$ cat config.mk
export PLATFORM = sky130hd
export DESIGN_NAME = ssf_bank_regs
export DESIGN_NICKNAME = d
export VERILOG_FILES = /design/src/rtl/ssf_bank_regs.sv
export SDC_FILE = /design/constraint.sdc
export NUM_CORES = 1
export LEC_CHECK = 0
export BUFFER_PORTS_ARGS = -buffer_cell sky130_fd_sc_hd__buf_2
export CORE_MARGIN = 1.5
export CORE_UTILIZATION = 35
export DETAILED_ROUTE_END_ITERATION = 7
export SLEW_MARGIN = 20
export SYNTH_ARGS = -nofsm -noshare
export SYNTH_HDL_FRONTEND = slang
export SYNTH_SLANG_ARGS = --single-unit
$ cat constraint.sdc
create_clock -name vclk -period 2.23 [get_ports vclk]
set_input_delay 0.446 -clock vclk [delete_from_list [all_inputs] [get_ports vclk]]
set_output_delay 0.446 -clock vclk [all_outputs]
set_load 0.02 [all_outputs]
$ cat src/rtl/ssf_bank_regs.sv
// ssf_bank_regs: Sega SSF-style ROM bank registers at $A130F1..$A130FF.
// Bus strobes are synchronized into vclk, and a small FSM turns each lower-byte
// write into exactly one register commit. bank1..bank7 select the 512 KiB ROM
// page for each cart window; window 0 is fixed to page 0.
// Optional feature macro: SSF_SRAM_CTRL_EN adds the SRAM control register at
// index 0 ($A130F1, D0 = enable, D1 = write protect). Without the macro, SRAM is
// never mapped in and is reported as write-protected.
module ssf_bank_regs (
  input  logic       vclk,
  input  logic       vres,
  input  logic       tme,
  input  logic       lwr,
  input  logic       as,
  input  logic [1:7] cart_address,
  input  logic [7:0] cart_data_lo,
  input  logic [2:0] bank_index,
  output logic [7:0] rom_bank,
  output logic       bank_wr,
  output logic       sram_en,
  output logic       sram_wp
);

  typedef enum logic [1:0] {IDLE, CAPTURE, COMMIT, WAIT_REL} state_e;

  logic [1:0] tme_sync_q, lwr_sync_q, as_sync_q;
  logic       tme_s, lwr_s, as_s;
  logic       wr_cond;
  logic [2:0] wr_idx;

  state_e     state_q, state_d;
  logic [2:0] idx_q, idx_d;
  logic [7:0] data_q, data_d;
  logic       bank_wr_q, bank_wr_d;
  // Entry 0 is never written and stays 0, so window 0 always reads page 0.
  logic [7:0] bank_q [8];
  logic [7:0] bank_d [8];

`ifdef SSF_SRAM_CTRL_EN
  logic sram_en_q, sram_en_d;
  logic sram_wp_q, sram_wp_d;
`endif

  // Two-flop synchronizers for the asynchronous 68K strobes; idle level is high.
  always_ff @(posedge vclk or negedge vres) begin
    if (!vres) begin
      tme_sync_q <= 2'b11;
      lwr_sync_q <= 2'b11;
      as_sync_q  <= 2'b11;
    end else begin
      // NOTE: non-blocking assignments make each stage take the previous stage's
      // old value, which is what gives a true two-flop delay.
      tme_sync_q <= {tme_sync_q[0], tme};
      lwr_sync_q <= {lwr_sync_q[0], lwr};
      as_sync_q  <= {as_sync_q[0], as};
    end
  end

  assign tme_s   = tme_sync_q[1];
  assign lwr_s   = lwr_sync_q[1];
  assign as_s    = as_sync_q[1];
  assign wr_cond = ~tme_s & ~lwr_s & ~as_s & (&cart_address[4:7]);
  assign wr_idx  = {cart_address[3], cart_address[2], cart_address[1]};

  // Next-state logic: capture on the first qualified edge, confirm on the next
  // one, commit once, then wait for the strobe to be released.
  always_comb begin
    // NOTE: every signal gets a default before the case, so no path leaves one
    // unassigned and no latch is inferred.
    state_d   = state_q;
    idx_d     = idx_q;
    data_d    = data_q;
    bank_wr_d = 1'b0;
    bank_d    = bank_q;
`ifdef SSF_SRAM_CTRL_EN
    sram_en_d = sram_en_q;
    sram_wp_d = sram_wp_q;
`endif
    case (state_q)
      IDLE: begin
        if (wr_cond) begin
          state_d = CAPTURE;
          idx_d   = wr_idx;
          data_d  = cart_data_lo;
        end
      end
      CAPTURE: begin
        if (wr_cond) begin
          // The register is written on the edge entering COMMIT, so the new
          // value is on rom_bank during the same cycle bank_wr is high.
          state_d = COMMIT;
          if (idx_q != 3'd0) begin
            bank_d[idx_q] = data_q;
            bank_wr_d     = 1'b1;
          end else begin
`ifdef SSF_SRAM_CTRL_EN
            sram_en_d = data_q[0];
            sram_wp_d = data_q[1];
            bank_wr_d = 1'b1;
`endif
          end
        end else begin
          state_d = IDLE;
        end
      end
      COMMIT:   state_d = WAIT_REL;
      WAIT_REL: if (lwr_s || tme_s) state_d = IDLE;
      default:  state_d = IDLE;
    endcase
  end

  // FSM state, holding registers, bank registers and registered outputs.
  always_ff @(posedge vclk or negedge vres) begin
    if (!vres) begin
      state_q   <= IDLE;
      idx_q     <= 3'd0;
      data_q    <= 8'h00;
      bank_wr_q <= 1'b0;
      // NOTE: the bank registers are loaded with the identity map at reset, so
      // they must stay flops with a reset value rather than a RAM.
      for (int i = 0; i < 8; i++) bank_q[i] <= 8'(i);
`ifdef SSF_SRAM_CTRL_EN
      sram_en_q <= 1'b0;
      sram_wp_q <= 1'b0;
`endif
    end else begin
      state_q   <= state_d;
      idx_q     <= idx_d;
      data_q    <= data_d;
      bank_wr_q <= bank_wr_d;
      bank_q    <= bank_d;
`ifdef SSF_SRAM_CTRL_EN
      sram_en_q <= sram_en_d;
      sram_wp_q <= sram_wp_d;
`endif
    end
  end

  assign rom_bank = bank_q[bank_index];
  assign bank_wr  = bank_wr_q;

`ifdef SSF_SRAM_CTRL_EN
  assign sram_en = sram_en_q;
  assign sram_wp = sram_wp_q;
`else
  assign sram_en = 1'b0;
  assign sram_wp = 1'b1;
`endif

endmodule

Yosys cells after proc, flatten, opt, wreduce, memory -nomap -nowiden

Index checks and enable logic that the tools add are counted.

Input bits: 23
Register bits: 84
Output and inout bits: 11
Word-level logic and storage cells: 52

Reductions and logical operators: 8
Multiplexer cells: 13
Equal/unequal tests: 5
Bitwise operators: 8
$lt $le $gt $ge: 3

Operators by type and width:

| cell               | number |
|---|---|
| $bwmux 64          | 1 |
| $bmux 8 s3         | 1 |
| $demux 8 s3        | 1 |
| $mux 8             | 3 |
| $ge 4x4->1 const B | 2 |
| $not 3->4          | 2 |
| $pmux 2 s4         | 1 |
| $mux 2             | 3 |
| $eq 2x2->1 const B | 2 |
| $lt 4x1->1 const B | 1 |
| $ne 2x2->1 const B | 2 |
| $reduce_and 2->1   | 2 |
| $reduce_and 4->1   | 1 |
| $and 1x1->1        | 3 |
| $mux 1             | 3 |
| $not 1->1          | 3 |
| $reduce_and 3->1   | 1 |
| $reduce_bool 3->1  | 1 |
| $eq 2x1->1 const B | 1 |
| $logic_not 2->1    | 1 |
| $logic_and 1x1->1  | 1 |
| $logic_or 1x1->1   | 1 |

Logic depth before layout (Yosys ltp)

Depth in word-level cells: 6
Gate-level depth with buffers: 5
Depth with buffers taken out: 3

Least setup slack after synthesis

Ideal clock, no wire load.

Path type: input -> output
From: input port bank_index[0]
To: output port rom_bank[3]
Path buffers: 2
Path slack: -27 ps
Data required time: 1,784 ps
Stages on the path: 4
Arrival time: 1,811 ps
Cell sequence: buf_2 > buf_2 > mux4_2 > mux2_2

Cells in the longest elaborated chain, start to end: 4

Ends and longest elaborated chain:

| item                                       | line | RTL |
|---|---|---|
| from (decl)                                | 16   | `input logic [2:0] bank_index,` |
| $not 3->4 (implied by the code)            | 138  | `assign rom_bank = bank_q[bank_index];` |
| $bmux 8 s3                                 | 138  |  |
| $mux 8 (implied by the code) (2 in series) | 138  |  |
| to (decl)                                  | 17   | `output logic [7:0] rom_bank,` |

Every way passes these cells. The select of a mux whose other input is x is not followed.

Final worst setup path

Same ends and word-level chain as after synthesis.

==> impl_metrics.json <==
{
  "areaGrowthSynthToFinish_pct": 17.8,
  "cts_tree": "done",
  "rr_startpoint": "idx_q[0]$_DFFE_PN0P_",
  "reg2regPathDepth": 4,
  "power.density_cell_area_nw_per_um2": 702,
  "wl_mm": 7.11,
  "post_synth.cell_area_avg_um2": 16.8,
  "worstPathMaxFanout": 12,
  "insertedDiodeCount": 0,
  "rsz0062_at_grt": "no",
  "clock_tree.htree_level_count": 3,
  "cts_sinks": 84,
  "regToRegEndpoint": "bank_q[46]$_DFFE_PN0P_",
  "path_common_cell": "buf_2",
  "instances_no_fill": 401,
  "syn_inst": 219,
  "synth_cell_type_count": 21,
  "place_hpwl_mm": 4.64,
  "cts_repair_resize_count": 0,
  "drt.antenna.violating_nets": 0,
  "synth_seq_area_share_pct": 57.7,
  "hold_class": "input port to flop",
  "crit_path_end": "rom_bank[3]",
  "worst-setup-path-type": "input port to primary output",
  "clock-root-buffer": "clkbuf_8",
  "dieArea_um2": 11200,
  "synth_area_um2": 3680,
  "layout_commonest_cell": "mux2_2",
  "worstHoldStart": "tme",
  "maximum_number_of_pins_on_one_net_before_global_route_repair": 42,
  "finish.utilization_pct": 42.2,
  "design.core.area_um2": 10300,
  "setup_total_negative_slack_ns": 0,
  "max_clock_freq_mhz": 470,
  "clk_latency_ns": 0.34,
  "power.static_leakage_nw": 2.04,
  "max_cap_violations": 0,
  "cp-end-kind": "primary output",
  "total_vias_in_the_final_route": 1974,
  "cts-buffers-inserted": 9,
  "setup.worst_path.start_class": "input port",
  "rrSetupSlack_ns": 0.34,
  "clock_tree.buffer_depth": 2,
  "timing_hold_violations_final": 0,
  "crit_required_ns": 1.78,
  "first_pass_grt_wire_length_mm": 11.9,
  "maxSlewViolCount": 0,
  "placed_area_um2": 4100,
  "fin_worst_hold_slack_ns": 0.190,
  "postCtsHoldBufs": 1,
  "first_global_vias": 2143,
  "placement_rows": 37,
  "worstSetupStartpoint": "bank_index[0]",
  "finalClockSkew_ns": 0.00893,
  "cts.repair_timing.setup_buffer_count": 0,
  "die-width_um": 106,
  "fin_crit_sh_pct": 95.5,
  "detail_route.vias_per_cell": 4.92,
  "outcome": "completed",
  "start_util_pct": 35.9,
  "pin_count": 34,
  "syn_nets": 242,
  "drt_drc_violations_left": 0,
  "die-height_um": 106,
  "yosys_register_bits": 84,
  "setup_viol": 0,
  "crit_chain": "buf_2, buf_12, mux4_2, mux2_2, buf_2",
  "finalWorstPathRequiredPeriod_ns": 2.13,
  "fin_nets": 283,
  "max_stage_delay_ns": 0.52,
  "buffer_ports.inserted": 31,
  "initial_antenna_violation_count": 0,
  "critical-path-slowest-cell": "mux4_2",
  "initialDrtViolationCount": 84,
  "final_layout_size_suffix_gt1_share_pct": 68.7,
  "post-place-cells": 384,
  "worst_path_setup_slack_after_routing_ns": 0.101,
  "wire_per_inst_um": 17.7,
  "globalRoute.totalOverflow": 0,
  "yosys_warnings": 0,
  "global_route.usage.total_pct": 14.4,
  "ir_worst_vdd_uv": 266,
  "post-place-ws_ns": 0.0917,
  "final_area_um2": 4340,
  "worst-endpoint-arrival_ns": 1.68,
  "finalWeightedCongestion": 0.676,
  "layout.cells.most_common_list": "75 x mux2_2, 66 x dfrtp_1, 30 x buf_2, 18 x dfstp_2, 16 x mux4_2",
  "total_power_consumption_of_the_routed_design_mw": 3.05,
  "drt_pre_antenna_iters": 4,
  "cts_clock_pin_slew_for_the_worst_setup_and_hold_paths_ns": 0.09
}
-- state kept, by name, indices dropped and copies added (netlist names), named ones only --
register / cells
as_sync_q: 2
bank_q: 64
bank_wr: 1
data_q: 8
idx_q: 3
lwr_sync_q: 2
state_q: 1
tme_sync_q: 2
-- cell families after synthesis --
logic type	Yosys count	synth area share [%]
AO/OA/AOI/OAI	3	0.407
AND/OR/NAND/NOR	19	6.59
flip-flops	84	57.7
multiplexers	91	32.7
other	2	0.204
buffers and inverters	20	2.44
-- synthesized netlist by cell type --
master | count | area (um^2)
or2b_1 | 1 | 7.51
inv_1 | 1 | 3.75
buf_4 | 2 | 15.0
nand4bb_1 | 3 | 33.8
or2_2 | 1 | 6.26
nand4b_1 | 1 | 8.76
mux2_2 | 75 | 845
nor3_1 | 2 | 10.0
nor4_4 | 7 | 149
nor4_1 | 1 | 6.26
clkbuf_1 | 10 | 37.5
dfstp_2 | 18 | 473
buf_1 | 1 | 3.75
conb_1 | 2 | 7.51
nand3b_1 | 1 | 7.51
mux4_2 | 16 | 360
nand2_1 | 1 | 3.75
buf_2 | 6 | 30.0
o21ai_0 | 3 | 15.0
dfrtp_1 | 66 | 1650
or4b_1 | 1 | 10.0
-- final cells by class --
cell class	count	area, um^2
clock inverters	6	93.8
well taps	136	170
multi-input cells	115	1480
flip-flops and latches	84	2120
fillers	964	5940
repair buffers	49	333
clock buffers	10	138
inverters	1	3.75
-- power by group --
group	internal, mW	switching (mW)
sequential	1.56	0.0590
clock	0.676	0.571
combinational	0.0790	0.0969
-- critical path: cells and delay by family --
kind,cells,cell delay [ns]
buf+inv,3,0.44
mux,2,0.79
-- worst min path at each step --
stage	cells past startpoint	endpoint	slack, ns
3_3_place_gp	0	tme_sync_q[1]$_DFF_PN1_	0.35
2_1_floorplan	0	async pin	0.15
6_report	1	tme_sync_q[0]$_DFF_PN1_	0.19
5_1_grt	1	tme_sync_q[0]$_DFF_PN1_	0.15
3_5_place_dp	0	tme_sync_q[1]$_DFF_PN1_	0.35
4_1_cts	1	tme_sync_q[0]$_DFF_PN1_	0.17
-- per-layer routing --
metal | GRT usage (%) | wire length, um
met5 | 0 | 0
met3 | 3.15 | 160
met2 | 22.4 | 3450
met1 | 19.9 | 3420
met4 | 5.21 | 79
No activity file was read; power rests on OpenSTA's default activity.
